**src/rtl/wi23_defs.sv**
```systemverilog
// Shared constants and types for the wi23 data-memory path.
// Holds DMEM geometry, the default burst cap and the arbiter enums.
package wi23_defs;

    localparam int DATA_WIDTH = 32;
    localparam int DMEM_DEPTH = 14;
    localparam int MAX_BURST  = 8;

    typedef enum logic {
        PORT0 = 1'b0,
        PORT1 = 1'b1
    } port_e;

    typedef enum logic {
        IDLE  = 1'b0,
        LOCK1 = 1'b1
    } arb_state_e;

endpackage

```
**src/rtl/dmem_arb_rr_pick2.sv**
```systemverilog
// Two-way round-robin pick: on a tie, the port that did not win last time wins.
module rr_pick2
    import wi23_defs::*;
(
    input  logic  i_req0,
    input  logic  i_req1,
    input  port_e i_last,
    output logic  o_pick0,
    output logic  o_pick1
);

    assign o_pick1 = i_req1 && (!i_req0 || (i_last == PORT0));
    assign o_pick0 = i_req0 && !o_pick1;

endmodule

```
**src/rtl/dmem_arb.sv**
```systemverilog
// DMEM arbiter between the processor (port 0) and loader/DMA (port 1).
// Port 1 can lock the memory for bursts of up to MAX_BURST beats while port 0 waits.
module dmem_arb
    import wi23_defs::*;
#(
    parameter int ADDR_WIDTH = wi23_defs::DMEM_DEPTH,
    parameter int DATA_WIDTH = wi23_defs::DATA_WIDTH,
    parameter int MAX_BURST  = wi23_defs::MAX_BURST
) (
    input  logic                  clk,
    input  logic                  rst_n,
    input  logic                  req0,
    input  logic                  req1,
    input  logic [3:0]            we0,
    input  logic [3:0]            we1,
    input  logic [31:0]           addr0,
    input  logic [31:0]           addr1,
    input  logic [DATA_WIDTH-1:0] wdata0,
    input  logic [DATA_WIDTH-1:0] wdata1,
    input  logic                  lock1,
    output logic                  gnt0,
    output logic                  gnt1,
    output logic                  rvalid0,
    output logic                  rvalid1,
    output logic [DATA_WIDTH-1:0] rdata0,
    output logic [DATA_WIDTH-1:0] rdata1,
    output logic [3:0]            mem_we,
    output logic [ADDR_WIDTH-1:0] mem_addr,
    output logic [DATA_WIDTH-1:0] mem_wdata,
    input  logic [DATA_WIDTH-1:0] mem_rdata
);

    localparam int CNT_W = $clog2(MAX_BURST + 1);
    localparam logic [CNT_W-1:0] CNT_MAX = CNT_W'(MAX_BURST);
    localparam logic [CNT_W-1:0] CNT_ONE = CNT_W'(1);

    arb_state_e       r_state, w_state_nxt;
    port_e            r_last_gnt, w_last_nxt;
    logic [CNT_W-1:0] r_burst_cnt, w_cnt_nxt;
    logic             r_rd_vld;
    port_e            r_owner;
    logic             w_rr0, w_rr1;
    logic             w_g0, w_g1;
    logic             w_gnt0, w_gnt1;
    logic             w_rd_issue;
    logic             w_unused;

    assign w_unused = ^{addr0[31:ADDR_WIDTH], addr1[31:ADDR_WIDTH]};

    rr_pick2 u_rr (
        .i_req0  (req0),
        .i_req1  (req1),
        .i_last  (r_last_gnt),
        .o_pick0 (w_rr0),
        .o_pick1 (w_rr1)
    );

    always_comb begin
        w_g0        = 1'b0;
        w_g1        = 1'b0;
        w_state_nxt = r_state;
        w_cnt_nxt   = r_burst_cnt;
        case (r_state)
            IDLE: begin
                w_g0 = w_rr0;
                w_g1 = w_rr1;
                if (w_rr1 && lock1) begin
                    w_state_nxt = LOCK1;
                    w_cnt_nxt   = CNT_ONE;
                end
            end
            LOCK1: begin
                if (!req1) begin
                    w_g0        = w_rr0;
                    w_g1        = w_rr1;
                    w_state_nxt = IDLE;
                end else if (r_burst_cnt < CNT_MAX) begin
                    w_g1        = 1'b1;
                    w_cnt_nxt   = r_burst_cnt + CNT_ONE;
                    w_state_nxt = lock1 ? LOCK1 : IDLE;
                end else if (req0) begin
                    // Starvation guard: port 0 gets one beat after a full burst.
                    w_g0        = 1'b1;
                    w_state_nxt = IDLE;
                end else begin
                    w_g1        = 1'b1;
                    w_cnt_nxt   = CNT_ONE;
                    w_state_nxt = lock1 ? LOCK1 : IDLE;
                end
            end
            default: w_state_nxt = IDLE;
        endcase
        if (w_state_nxt == IDLE) w_cnt_nxt = '0;
    end

    assign w_gnt0     = w_g0 && rst_n;
    assign w_gnt1     = w_g1 && rst_n;
    assign w_last_nxt = w_gnt0 ? PORT0 : (w_gnt1 ? PORT1 : r_last_gnt);
    assign w_rd_issue = (w_gnt0 && (we0 == 4'b0000)) || (w_gnt1 && (we1 == 4'b0000));

    always_ff @(posedge clk or negedge rst_n) begin
        if (!rst_n) begin
            r_state     <= IDLE;
            r_last_gnt  <= PORT1;
            r_burst_cnt <= '0;
            r_rd_vld    <= 1'b0;
            r_owner     <= PORT0;
        end else begin
            r_state     <= w_state_nxt;
            r_last_gnt  <= w_last_nxt;
            r_burst_cnt <= w_cnt_nxt;
            r_rd_vld    <= w_rd_issue;
            r_owner     <= w_gnt1 ? PORT1 : PORT0;
        end
    end

    assign gnt0 = w_gnt0;
    assign gnt1 = w_gnt1;

    always_comb begin
        mem_we    = 4'b0000;
        mem_addr  = '0;
        mem_wdata = '0;
        if (w_gnt0) begin
            mem_we    = we0;
            mem_addr  = addr0[ADDR_WIDTH-1:0];
            mem_wdata = wdata0;
        end else if (w_gnt1) begin
            mem_we    = we1;
            mem_addr  = addr1[ADDR_WIDTH-1:0];
            mem_wdata = wdata1;
        end
    end

    // Return data follows the registered owner, not whoever holds the grant now.
    assign rvalid0 = r_rd_vld && (r_owner == PORT0);
    assign rvalid1 = r_rd_vld && (r_owner == PORT1);
    assign rdata0  = rvalid0 ? mem_rdata : '0;
    assign rdata1  = rvalid1 ? mem_rdata : '0;

endmodule

```
**config.mk**
```make
export PLATFORM = sky130hd
export DESIGN_NAME = dmem_arb
export DESIGN_NICKNAME = d
export VERILOG_FILES = /design/src/rtl/wi23_defs.sv /design/src/rtl/dmem_arb_rr_pick2.sv /design/src/rtl/dmem_arb.sv
export SDC_FILE = /design/constraint.sdc
export NUM_CORES = 1
export LEC_CHECK = 0
export ABC_CLOCK_PERIOD_IN_PS = 2000
export CAP_MARGIN = 20
export CORE_AREA = 2 2 113 115
export DETAILED_ROUTE_END_ITERATION = 12
export DIE_AREA = 0 0 115 117
export HOLD_SLACK_MARGIN = 0.03
export PLACE_DENSITY = 0.55
export SYNTH_ARGS = -nofsm -noshare
export SYNTH_HDL_FRONTEND = slang
export SYNTH_SLANG_ARGS = --single-unit
```
**constraint.sdc**
```tcl
create_clock -name clk -period 2 [get_ports clk]
set_input_delay 0.4 -clock clk [delete_from_list [all_inputs] [get_ports clk]]
set_output_delay 0.4 -clock clk [all_outputs]
set_load 0.01 [all_outputs]
```
## Word-level counts from Yosys, hierarchy flattened

Cells that the tools add are included.

| word-level totals | value |
|---|---|
| word-level logic and storage cells | 61 |
| output and inout port bits | 118 |
| register bits | 8 |

| cells by class | value |
|---|---|
| add/sub/neg operators | 1 |
| eq/ne operators | 3 |
| muxes and demuxes | 31 |
| bitwise gates (word level) | 3 |
| reduce and logical (&&, ||, !) cells | 17 |
| $lt $le $gt $ge | 1 |

Operator list:

| operator | count |
|---|---|
| 2-to-1 mux 32 bit | 4 |
| 2-to-1 mux 14 bit | 2 |
| 2-to-1 mux 4 bit | 7 |
| 2-to-1 mux 1 bit | 14 |
| logical AND 1 bit | 9 |
| zero test 4 bit | 2 |
| case mux 4 bit (2 select lines) | 1 |
| != test 3 bit (second input constant) | 2 |
| case mux 1 bit (2 select lines) | 3 |
| adder 4 x 1 -> 4 bit (second input constant) | 1 |
| < comparator 4 bit (second input constant) | 1 |
| != test 4 x 3 -> 1 bit (second input constant) | 1 |
| NOT 1 bit | 3 |
| AND reduction 3 bit | 1 |
| zero test 1 bit | 2 |
| logical OR 1 bit | 2 |
| nonzero test 2 bit | 1 |

## Depth between registers and ports, before layout

Gate-level depths: netlist (run 1).

| depth | value |
|---|---|
| word-level depth | 10 |
| depth in mapped cells | 5 |
| depth with buffers taken out | 3 |

## Modules after synthesis

From an unflattened synthesis (run 1), not the netlist that was laid out.

| unflattened totals | value |
|---|---|
| cell total of the unflattened synthesis | 289 |
| area total of the unflattened synthesis | 1961.9 um2 |

By module, submodules not included:

| module | instances | cells an instance | area an instance (um2) |
|---|---|---|---|
| dmem_arb | 1 | 286 | 1943.1 |
| rr_pick2 | 1 | 3 | 18.8 |

## Least setup slack after synthesis (run 1)

Ideal clock, no wire load.

| timing | value |
|---|---|
| path kind | register -> output |
| start point | register r_last_gnt |
| end point | output mem_addr[0] |
| slack | 0.316 ns |
| arrival | 1.284 ns |
| cell stages (with the launch flop) | 6 |
| required time | 1.600 ns |
| cell sequence | dfstp_2 mux2i_2 o21ba_1 buf_6 buf_6 a22o_1 |

RTL lines:

| item | line | text |
|---|---|---|
| from (decl) | dmem_arb.sv:38 | `port_e r_last_gnt, w_last_nxt;` |
| from (signal assigned) | dmem_arb.sv:110 | `r_last_gnt <= w_last_nxt;` |
| NOT 1 bit (*) | dmem_arb_rr_pick2.sv:12 | `assign o_pick1 = i_req1 && (!i_req0 \|\| (i_last == PORT0));` |
| logical OR 1 bit (*) | dmem_arb_rr_pick2.sv:12 |  |
| logical AND 1 bit (*) | dmem_arb_rr_pick2.sv:12 |  |
| 2-to-1 mux 1 bit | dmem_arb.sv:73 | `if (!req1) begin` |
| case mux 1 bit (2 select lines) (*) | dmem_arb.sv:63 | `case (r_state)` |
| logical AND 1 bit (*) | dmem_arb.sv:97 | `assign w_gnt1 = w_g1 && rst_n;` |
| named net gnt1 | dmem_arb.sv:22 | `output logic gnt1,` |
| 2-to-1 mux 14 bit (*) | dmem_arb.sv:128 | `end else if (w_gnt1) begin` |
| 2-to-1 mux 14 bit (*) | dmem_arb.sv:124 | `if (w_gnt0) begin` |
| to (decl) | dmem_arb.sv:28 | `output logic [ADDR_WIDTH-1:0] mem_addr,` |

The timed path passes the listed nets; every way through them passes the cells marked *.

## Worst setup path in the final report (run 1)

| timing | value |
|---|---|
| start point | register r_state |
| end point | output mem_wdata[23] |

| on the way | value |
|---|---|
| word-level cells in the longest chain between the ends | 5 |

Ends and longest elaborated chain:

| item | line | text |
|---|---|---|
| from (decl) | dmem_arb.sv:37 | `arb_state_e r_state, w_state_nxt;` |
| from (signal assigned) | dmem_arb.sv:109 | `r_state <= w_state_nxt;` |
| NOT 1 bit | n/a |  |
| case mux 1 bit (2 select lines) | dmem_arb.sv:63 |  |
| logical AND 1 bit | dmem_arb.sv:97 |  |
| 2-to-1 mux 32 bit | dmem_arb.sv:128 |  |
| 2-to-1 mux 32 bit (*) | dmem_arb.sv:124 |  |
| to (decl) | dmem_arb.sv:29 | `output logic [DATA_WIDTH-1:0] mem_wdata,` |

Every way passes the cells marked *; elsewhere a longest branch is shown, timed or not.

==> results.ini, run 1 <==
[synth]
synth_edf_count = 0
synth_area_sq_um = 1355
avgSynthCellArea_sq_um = 7.924
synth_fp_nets = 345
yosysMostFrequentCell = a22o_1
synthTopCellsByArea = a22o_1 33%, and2_1 15%, and3_1 15%
syn_inst = 171
synthTopCellsByCount = 51 x a22o_1, 33 x and2_1, 32 x and3_1, 9 x clkbuf_1, 7 x dfrtp_1
ys_warn_count = 0
synth_cell_types = 26
async_reset_ff_share_pct = 100.0
synth_top_area_share_pct = 32.96
synth_top_cell_by_area = a22o_1
ys_ff_latch = 8
synth_seq_area_share_pct = 14.87
dominantRegCellSynth = dfrtp_1

[sta]
skew_ns = 0.001685
relSlewSlack_pct = 79.79
fmax_mhz = 459.0
final_hold_viol_count = 0
setup_viol_count_final = 51
fin_crit_sh_pct = 108.9
tightest_slew_ns = 0.3025
period_needed_ns = 2.179
slew_viol_final = 0
rsz0062_at_grt = yes
fin_tns_setup_ns = -6.075
fin_ws_ns = -0.1785

[cts]
ctsRootBufferMaster = clkbuf_16
clk_path_buf_depth = 2
insertion_delay_ns = 0.23
ctsHtreeMaxLevel = 1
cts_buffers = 3
tritoncts = yes
cts.clk_slew.worst_paths_ns = 0.04
cts_num_sinks = 8

[route]
drtAntennaViolNets = 0
drtIter0Drc = 51
dr.pass1.iters = 4
drc = 0
routed_wl_mm = 10.33
dr_total_vias = 2533
viasPerCell = 4.215
wl_per_cell_um = 17.18

[setup_path]
cp_max_fo = 6
crit_type = flop to output port
path_delay_family = buffers and inverters
crit_slowest_cell = dfrtp_1
path_cells = mux2i_4 > o21ba_4 > buf_6 > buf_6 > buf_16 > a22o_1 > buf_2
cp_common_cell = buf_6
worst_ep_arrival_time_ns = 1.78
cp-start-kind = flop
end_kind = output port
cp.required_ns = 1.60
cpPeakStageDelay_ns = 0.40
cp_num_buf_inv = 4

[floorplan]
placement_rows = 41
num_io_pins = 291
die_h_um = 117
die_w_um = 115
initial_core_util_pct = 11.01
fp.dieArea_sq_um = 13460
coreArea_sq_um = 12310

[power]
power_w = 0.001365
netSwitchingFraction_pct = 28.09
seq_power_share_pct = 13.6
pwr-share-clk_pct = 24.7
vdd_ir_drop_max_v = 0.0002430
p_leak_nw = 2.616
p_per_area_nw_per_um2 = 302.0
p_int_w = 0.0009818
pwr-share-comb_pct = 61.7
switching_power_w = 0.0003836

[placement]
placed_cells = 568
numPortBuffers = 254
globalplace.congestion = 0.7451
dp_hpwl_mm = 7.158

[global_route]
antenna_found_initial = 0
grt_max_degree = 34
grt_pass1_wl_mm = 13.61
grt_pass1_vias = 2556
grt_usage_pct = 13.08
grt_overflow = 0

[cells_and_area]
antenna_cells = 0
area_growth_pct = 233.7
n_fill_cell = 1317
finalNonFillerCells = 601
regArea_sq_um = 202.7
multiInputGateArea_sq_um = 1056
drive_above_1_share_pct = 29.49
nets = 626

[status]
status = finished, violations left
violations = setup timing

[flow_run]
cap_violations = 0

[worst_hold_path]
hold_class = input port to asynchronous set/reset pin

## worst paths after layout
path | startpoint | slack, ns | cells past startpoint | to
max | r_state | -0.18 | 7 | mem_wdata[23]
min | rst_n | 0.25 | 2 | r_burst_cnt[3]
max reg2reg | r_state | 0.53 | 6 | r_rd_vld
min reg2reg | r_burst_cnt[0] | 0.49 | 1 | r_burst_cnt[0]
max in group asynchronous | rst_n | 1.54 | 2 | r_last_gnt
min in group clk | r_burst_cnt[0] | 0.49 | 1 | r_burst_cnt[0]
## registers in the layout, indices dropped and copies added (netlist names)
name	cells
r_burst_cnt	4
r_last_gnt	1
r_owner	1
r_rd_vld	1
r_state	1
## cell type report
cell class	instances	share of cell area (%)
flip-flops and latches	8	4.483
clock buffers	4	1.743
repair buffers	296	66.10
inverters	2	0.1660
well taps	150	4.151
multi-input cells	141	23.35
## cells in the final DEF (no fill, tap or decap), types with 2 or more instances in the layout
| cell | Yosys | final |
|---|---|---|
| a22o_1 | 51 | 50 |
| and2_1 | 33 | 31 |
| and2_4 | 0 | 2 |
| and3_1 | 32 | 32 |
| buf_12 | 0 | 8 |
| buf_16 | 0 | 7 |
| buf_2 | 5 | 42 |
| buf_4 | 0 | 13 |
| buf_6 | 6 | 22 |
| buf_8 | 0 | 2 |
| clkbuf_16 | 0 | 7 |
| clkbuf_2 | 0 | 22 |
| clkdlybuf4s15_1 | 0 | 5 |
| clkdlybuf4s50_1 | 0 | 137 |
| dfrtp_1 | 7 | 6 |
| dlygate4sd2_1 | 0 | 7 |
| dlymetal6s2s_1 | 0 | 26 |
| inv_1 | 2 | 2 |
| nand2_1 | 4 | 4 |
| nor2_1 | 4 | 4 |
| nor4_1 | 2 | 2 |
## power by group through the flow
stage	combinational [W]	sequential, W	clock, W
floorplan	0.000227	0.000183	0
global placement	0.000737	0.000182	0
detailed placement	0.000739	0.000182	0
CTS	0.000816	0.000183	0.000346
global route	0.000899	0.000188	0.000356
finish	0.000842	0.000186	0.000337
## what timing repair did
item,CTS,global route
cloned,9,5
setup endpoints to repair,87,82
gates resized for setup,297,90
setup buffers,13,3
pin swaps,6,26
hold buffers,0,0
## routing by layer
layer	part of all wire (%)	GRT usage, %	up-vias
met1	34	13.57	1148
met5	0	0	-
li1	-	-	1218
met2	56	26.35	163
met3	10	4.119	4
met4	0.50	1.446	0
## logic make-up after synthesis
kind of cell,share of synthesized area [%]
compound gates,37.40
mux,1.015
flops,14.87
fa+ha+maj,0.9232
buf+inv,9.879
simple gates,35.27
xor+xnor,0.6465
## per-stage QoR
step / util, % / setup WS (ns) / hold WS [ns] / area [sq um]
2_1_floorplan: - / 0.3155 / 0.1044 / 1355
3_3_place_gp: 33.25 / -0.6467 / 0.4729 / 4094
3_5_place_dp: 33.25 / -0.6616 / 0.4875 / 4094
4_1_cts: 35.73 / -0.2214 / 0.2536 / 4399
5_1_grt: 36.73 / -0.2562 / 0.2739 / 4522
6_report: 36.73 / -0.1785 / 0.2511 / 4522
Power figures use the tool's default switching activity.
==> run 2, diff against run 1 <==
--- a/config.mk
+++ b/config.mk
@@ -5,13 +5,13 @@
 export SDC_FILE = /design/constraint.sdc
 export NUM_CORES = 1
 export LEC_CHECK = 0
-export ABC_CLOCK_PERIOD_IN_PS = 2000
+export ABC_CLOCK_PERIOD_IN_PS = 1800
 export CAP_MARGIN = 20
 export CORE_AREA = 2 2 113 115
 export DETAILED_ROUTE_END_ITERATION = 12
 export DIE_AREA = 0 0 115 117
 export HOLD_SLACK_MARGIN = 0.03
-export PLACE_DENSITY = 0.55
+export PLACE_DENSITY = 0.57
 export SYNTH_ARGS = -nofsm -noshare
 export SYNTH_HDL_FRONTEND = slang
 export SYNTH_SLANG_ARGS = --single-unit
==> constraint.sdc (replaced) <==
create_clock -name clk -period 1.8 [get_ports clk]
set_input_delay 0.36 -clock clk [delete_from_list [all_inputs] [get_ports clk]]
set_output_delay 0.36 -clock clk [all_outputs]
set_load 0.01 [all_outputs]
==> run 2 against run 1 <==
  * The run still ends with setup timing left
  * Power grew 17%
  * Combinational power grew 20%
  * Count of clock-buffer cells in the layout is the same
  * Hold slack gained 0.00059 ns
  * Final cell count grew 0.83%
  * Wire length grew 9.9%
  * Die area is the same
  * Non-clock buffer count grew 4
  * Sequential power grew 9%
  * Highest routed layer unchanged
==> results.ini, run 2 (synthesis gave the netlist of run 1 again) <==
[floorplan]
die_h_um = 117  ; unchanged
coreArea_sq_um = 12310  ; unchanged
initial_core_util_pct = 11.01  ; unchanged
num_io_pins = 291  ; unchanged
fp.dieArea_sq_um = 13460  ; unchanged
placement_rows = 41  ; unchanged
die_w_um = 115  ; unchanged

[setup_path]
cp.required_ns = 1.44  ; -0.16 ns
reg2reg_depth = 8  ; +2
cp_max_fo = 7  ; +1
worst_ep_arrival_time_ns = 1.78  ; about the same
cp-start-kind = flop
crit_type = flop to output port
end_kind = output port
rrSetupSlack_ns = -0.02  ; -0.55 ns
worstReg2RegEnd = r_rd_vld
r2r-start = r_state

[cts]
clk_path_buf_depth = 2  ; unchanged
cts.clk_slew.worst_paths_ns = 0.04  ; about the same
ctsRootBufferMaster = clkbuf_16
insertion_delay_ns = 0.23  ; about the same
ctsHtreeMaxLevel = 1  ; unchanged
tritoncts = yes
cts_buffers = 3  ; unchanged
ctsHoldBuffers = 0  ; unchanged
cts_num_sinks = 8  ; unchanged

[global_route]
met2_usage_pct = 30.78  ; +4.4 points
grt_usage_pct = 15.23  ; +2.1 points
grt_overflow = 0  ; unchanged
grt_pass1_vias = 2674  ; +4.6%
use_met3_pct = 4.171  ; +0.051 points
gr-usage-met1_pct = 14.82  ; +1.2 points
busiest_layer = met2
grt_pass1_wl_mm = 15.45  ; +14%
antenna_found_initial = 0  ; unchanged
grt_max_degree = 34  ; unchanged

[route]
dr.pass1.iters = 4  ; unchanged
drc = 0  ; unchanged
dr_total_vias = 2585  ; +2.1%
drtIter0Drc = 71  ; +39%
routed_wl_mm = 11.34  ; +9.9%
drtAntennaViolNets = 0  ; unchanged
viasPerCell = 4.266  ; +1.2%
wl_per_cell_um = 18.72  ; +9.0%

[power]
seq_power_share_pct = 12.7  ; -0.9 points
p_leak_nw = 2.332  ; -11%
vdd_ir_drop_max_v = 0.0002137  ; -12%
p_int_w = 0.001131  ; +15%
netSwitchingFraction_pct = 29.38  ; +1.3 points
switching_power_w = 0.0004705  ; +23%
p_per_area_nw_per_um2 = 348.9  ; +16%
pwr-share-comb_pct = 62.9  ; +1.2 points
pwr-share-clk_pct = 24.4  ; -0.3 points

[status]
status = finished, violations left
violations = setup timing

[cells_and_area]
drive_above_1_share_pct = 29.23  ; -0.26 points
largest_reg_flops = 4  ; unchanged
final_cell_mix = 133 x clkdlybuf4s50_1, 44 x a22o_1, 44 x buf_2
layout_commonest_cell = clkdlybuf4s50_1
area_growth_pct = 238.7
fin_area_sq_um = 4589  ; +1.5%
top_register = r_burst_cnt
utilization_pct = 37.28  ; +0.55 points
nets = 630  ; +0.64%

[sta]
fin_crit_sh_pct = 119.0
period_needed_ns = 2.142
tightest_slew_ns = 0.3157  ; +0.01320 ns
skew_ns = 0.002939  ; +0.001255 ns
rsz0062_at_grt = yes
setup_viol_count_final = 53  ; +3.9%
final_hold_viol_count = 0  ; unchanged
relSlewSlack_pct = 78.91  ; -0.88 points
fin_ws_ns = -0.3421  ; -0.1636 ns
fmax_mhz = 466.8
fin_tns_setup_ns = -14.71  ; -8.638 ns
slew_viol_final = 0  ; unchanged

[placement]
dp_hpwl_mm = 7.753  ; +8.3%
globalplace.congestion = 0.7918  ; +6.3%
placedInstanceArea_sq_um = 4089  ; -0.12%
numPortBuffers = 254  ; unchanged

[flow_run]
cap_violations = 0  ; unchanged

[worst_hold_path]
hold_class = input port to asynchronous set/reset pin

==> run 2: cell type report <==
cell class,instances,area [sq um]
Inverter,2,7.507
Antenna cell,1,2.502
Multi-Input combinational cell,141,1109
Timing Repair Buffer,300,3003
Fill cell,1278,7722
Clock buffer,4,78.83
Tap cell,150,187.7
Sequential cell,8,201.4
==> run 2: metrics by stage <==
| stage | setup slack [ns] | hold WS [ns] | total power (W) | instances |
|---|---|---|---|---|
| after global placement | -0.8958 | 0.4789 | 0.001033 | 569 |
| after detailed placement | -0.9136 | 0.4991 | 0.001032 | 569 |
| after floorplan | 0.1555 | 0.06441 | 0.0004564 | 171 |
| after global routing | -0.3800 | 0.2565 | 0.001684 | 605 |
| after CTS | -0.3855 | 0.2508 | 0.001601 | 604 |
| final | -0.3421 | 0.2517 | 0.001601 | 606 |
==> run 2: worst max-delay path by stage <==
stage,end,slack (ns),from
global route,mem_addr[5],-0.38,r_last_gnt
global placement,mem_addr[0],-0.90,rst_n
floorplan,mem_addr[0],0.16,r_last_gnt
CTS,mem_addr[6],-0.39,r_state
detailed placement,mem_addr[0],-0.91,rst_n
finish,mem_addr[5],-0.34,r_state
==> run 2: power by group through the flow <==
| stage | clock, W | sequential [W] | combinational [W] |
|---|---|---|---|
| 3_3_place_gp | 0 | 0.000202 | 0.000831 |
| 4_1_cts | 0.000398 | 0.000203 | 0.00100 |
| 3_5_place_dp | 0 | 0.000202 | 0.000830 |
| 6_report | 0.000391 | 0.000203 | 0.00101 |
| 2_1_floorplan | 0 | 0.000204 | 0.000253 |
| 5_1_grt | 0.000410 | 0.000204 | 0.00107 |
==> run 2: layer usage <==
metal	wire length, um	share of wire (%)	up-vias
met2	6244	55	179
met4	204	1.8	0
met1	3835	34	1167
met3	1059	9.3	14
met5	0	0	-
li1	-	-	1225
==> run 2: timing repair <==
item,in CTS,in global routing
cloned,13,1
gates resized for setup,385,31
pin swaps,32,23
endpoints found under the setup margin,118,72
setup buffers,18,4
==> run 2: worst max-delay path: stages, from the launching register on <==
cell     delay (ns)
dfrtp_1        0.41
mux2i_4        0.22
o21ba_4        0.25
buf_12         0.16
buf_16         0.14
a22o_4         0.23
buf_6          0.12
==> run 3, diff against run 2 <==
--- a/config.mk
+++ b/config.mk
@@ -5,13 +5,15 @@
 export SDC_FILE = /design/constraint.sdc
 export NUM_CORES = 1
 export LEC_CHECK = 0
-export ABC_CLOCK_PERIOD_IN_PS = 1800
+export ABC_AREA = 1
+export ABC_CLOCK_PERIOD_IN_PS = 1700
 export CAP_MARGIN = 20
-export CORE_AREA = 2 2 113 115
+export CORE_AREA = 2 2 112 114
 export DETAILED_ROUTE_END_ITERATION = 12
-export DIE_AREA = 0 0 115 117
+export DIE_AREA = 0 0 114 116
 export HOLD_SLACK_MARGIN = 0.03
-export PLACE_DENSITY = 0.57
+export PLACE_DENSITY = 0.61
+export SLEW_MARGIN = 20
 export SYNTH_ARGS = -nofsm -noshare
 export SYNTH_HDL_FRONTEND = slang
 export SYNTH_SLANG_ARGS = --single-unit
==> constraint.sdc (replaced) <==
create_clock -name clk -period 1.7 [get_ports clk]
set_input_delay 0.34 -clock clk [delete_from_list [all_inputs] [get_ports clk]]
set_output_delay 0.34 -clock clk [all_outputs]
set_load 0.01 [all_outputs]
==> run 3 against run 2 <==
  * The flow still finishes with violations (setup timing)
  * Area after synthesis up 23%
  * Clock power up 3%
  * Wire length up 1.2%
  * Count of clock-buffer cells in the layout unchanged
  * Non-clock buffer count down 1
  * Power up 23%
  * Sequential power up 7%
  * Synthesized cell count up 93%
  * Global-route usage down 0.59 points
  * First-iteration DRC count up 44%
  * Register-to-register slack better by 0.13 ns
  * Critical path type unchanged
  * Largest cell class unchanged
==> results.ini, run 3 <==
[status]
status = finished, violations left
violations = setup timing

[cts]
insertion_delay_ns = 0.23  ; about the same
tritoncts = yes
ctsRootBufferMaster = clkbuf_16
ctsHtreeMaxLevel = 1  ; unchanged
cts_num_sinks = 8  ; unchanged
ctsHoldBuffers = 0  ; unchanged
clk_path_buf_depth = 2  ; unchanged
cts.clk_slew.worst_paths_ns = 0.04  ; about the same
cts_buffers = 3  ; unchanged

[setup_path]
crit_type = flop to output port
cpPeakStageDelay_ns = 0.53  ; +0.12 ns
worst_ep_arrival_time_ns = 1.59  ; -0.19 ns
cp-start-kind = flop
path_cells = nand2_2 > nand2_4 > buf_12 > nand2_8 > clkbuf_16 > nand3_1 > nand2_1 > buf_2
rrSetupSlack_ns = 0.11  ; +0.13 ns
crit_path_start = r_last_gnt
r2r-start = r_state
crit_slowest_cell = dfstp_2
end_kind = output port
reg2reg_depth = 12  ; +4
cp_max_fo = 8  ; +1
cp.required_ns = 1.36  ; -0.08 ns

[placement]
numPortBuffers = 254  ; unchanged
dp_hpwl_mm = 7.590  ; -2.1%
globalplace.congestion = 0.7594  ; -4.1%

[global_route]
grt_pass1_vias = 3132  ; +17%
grt_max_degree = 46  ; +35%
grt_overflow = 0  ; unchanged
antenna_found_initial = 1  ; +1
grt_pass1_wl_mm = 15.55  ; +0.62%
grt_usage_pct = 14.64  ; -0.59 points

[sta]
tightest_slew_ns = 0.2583  ; -0.05735 ns
final_hold_viol_count = 0  ; unchanged
skew_ns = 0.001337  ; -0.001602 ns
rsz0062_at_grt = yes
relSlewSlack_pct = 82.78  ; +3.9 points
slew_viol_final = 0  ; unchanged
period_needed_ns = 1.931
setup_viol_count_final = 52  ; -1.9%
fin_crit_sh_pct = 113.6
fin_ws_ns = -0.2314  ; +0.1108 ns
fmax_mhz = 517.8

[synth]
ys_warn_count = 0  ; unchanged
dominantRegCellSynth = dfrtp_1
synthTopCellsByCount = 103 x nand3_1, 73 x nor2_1, 64 x nand2_1, 44 x inv_1, 15 x buf_2
synth_fp_nets = 504  ; +46%
synth_cell_types = 20  ; -23%
synth_area_sq_um = 1669  ; +23%
ys_ff_latch = 8  ; unchanged
synthTopCellsByArea = nand3_1 31%, nor2_1 16%, nand2_1 14%
avgSynthCellArea_sq_um = 5.058  ; -36%
synth_top_cell_by_area = nand3_1
synth_seq_area_share_pct = 12.07  ; -2.8 points
syn_inst = 330  ; +93%
synth_top_area_share_pct = 30.88  ; -2.1 points
synth_edf_count = 0  ; unchanged
yosysMostFrequentCell = nand3_1
async_reset_ff_share_pct = 100.0  ; unchanged

[route]
drc = 0  ; unchanged
drtIter0Drc = 102  ; +44%
drtAntennaViolNets = 0  ; unchanged
viasPerCell = 4.350  ; +2.0%
wl_per_cell_um = 15.21  ; -19%
dr.pass1.iters = 4  ; unchanged
dr_total_vias = 3284  ; +27%
routed_wl_mm = 11.48  ; +1.2%

[power]
p_leak_nw = 2.716  ; +16%
p_per_area_nw_per_um2 = 398.6  ; +14%
power_w = 0.001964  ; +23%
vdd_ir_drop_max_v = 0.0002531  ; +18%

[cells_and_area]
top_register = r_burst_cnt
drive_above_1_share_pct = 35.42  ; +6.2 points
utilization_pct = 41.38  ; +4.1 points
nets = 782  ; +24%
layout_commonest_cell = clkdlybuf4s50_1
area_growth_pct = 195.3
largest_reg_flops = 4  ; unchanged
final_cell_mix = 133 x clkdlybuf4s50_1, 70 x buf_2, 60 x nor2_1

[floorplan]
coreArea_sq_um = 11910  ; -3.3%
placement_rows = 40  ; -2.4%
die_w_um = 114  ; -0.87%
die_h_um = 116  ; -0.85%
num_io_pins = 291  ; unchanged
fp.dieArea_sq_um = 13220  ; -1.7%
initial_core_util_pct = 14.01  ; +3.0 points

[flow_run]
cap_violations = 0  ; unchanged

[worst_hold_path]
hold_class = input port to asynchronous set/reset pin

==> run 3: changes by cell type after synthesis, moves of 42 or more <==
cell	delta
nor2_1	+69
inv_1	+42
nand2_1	+60
nand3_1	+102
a22o_1	-51
==> run 3: cell families (layout without fill, tap and decap cells) <==
group,after synthesis,in the layout,synth area share (%)
other,0,1,0
XOR/XNOR,1,1,0.5248
AND/OR/NAND/NOR,247,247,64.84
flip-flops,8,8,12.07
buffers and inverters,73,350,21.81
adder cells (fa/ha/maj),1,1,0.7495
==> run 3: layer usage <==
layer	routed length (um)	global-route usage, %
met4	141	3.577
met1	4547	17.02
met3	831	2.092
met5	0	0
met2	5963	28.13
==> run 3: critical path, delay by kind of cell (launching register included) <==
family                 cells  cell delay [ns]
buffers and inverters      3             0.44
AND/OR/NAND/NOR            5             0.38
flip-flops                 1             0.53
==> run 3: final timing paths <==
check	endpoint
max	mem_wdata[16]
min	r_owner
max reg2reg	r_last_gnt
min reg2reg	r_burst_cnt[3]
max in group asynchronous	r_last_gnt
min in group clk	r_burst_cnt[3]
==> run 3: metrics by stage <==
step                hold WS, ns  instance area [sq um]  setup slack, ns  TNS (ns)  std cells
floorplan               0.04441                   1669           0.2677         0        330
global placement         0.5180                   4448          -0.7283    -43.16        727
detailed placement       0.5242                   4448          -0.7110    -43.68        727
CTS                      0.2183                   4713          -0.3274    -13.07        748
global route             0.2194                   4928          -0.3038    -14.38        755
finish                   0.2031                   4928          -0.2314    -10.64        755
==> run 3: cell type report <==
| class | count | area [sq um] |
|---|---|---|
| Antenna cell | 1 | 2.502 |
| Clock buffer | 4 | 78.83 |
| Fill cell | 1236 | 6983 |
| Inverter | 47 | 177.7 |
| Multi-Input combinational cell | 249 | 1455 |
| Sequential cell | 8 | 201.4 |
| Tap cell | 147 | 183.9 |
| Timing Repair Buffer | 299 | 2829 |
==> run 3: report_power, final <==
| group | internal (W) | switching [W] | leakage, nW | total [W] |
|---|---|---|---|---|
| registers | 0.000207 | 0.0000105 | 0.106 | 0.000217 |
| logic | 0.000756 | 0.000587 | 2.57 | 0.00134 |
| clock network | 0.000312 | 0.0000919 | 0.0382 | 0.000404 |
==> run 3: what timing repair did <==
item / in CTS / in global routing
endpoints found under the setup margin: 118 / 90
gates cloned: 8 / 6
buffers inserted: 9 / 4
gates resized for setup: 355 / 122
pin swaps: 19 / 29
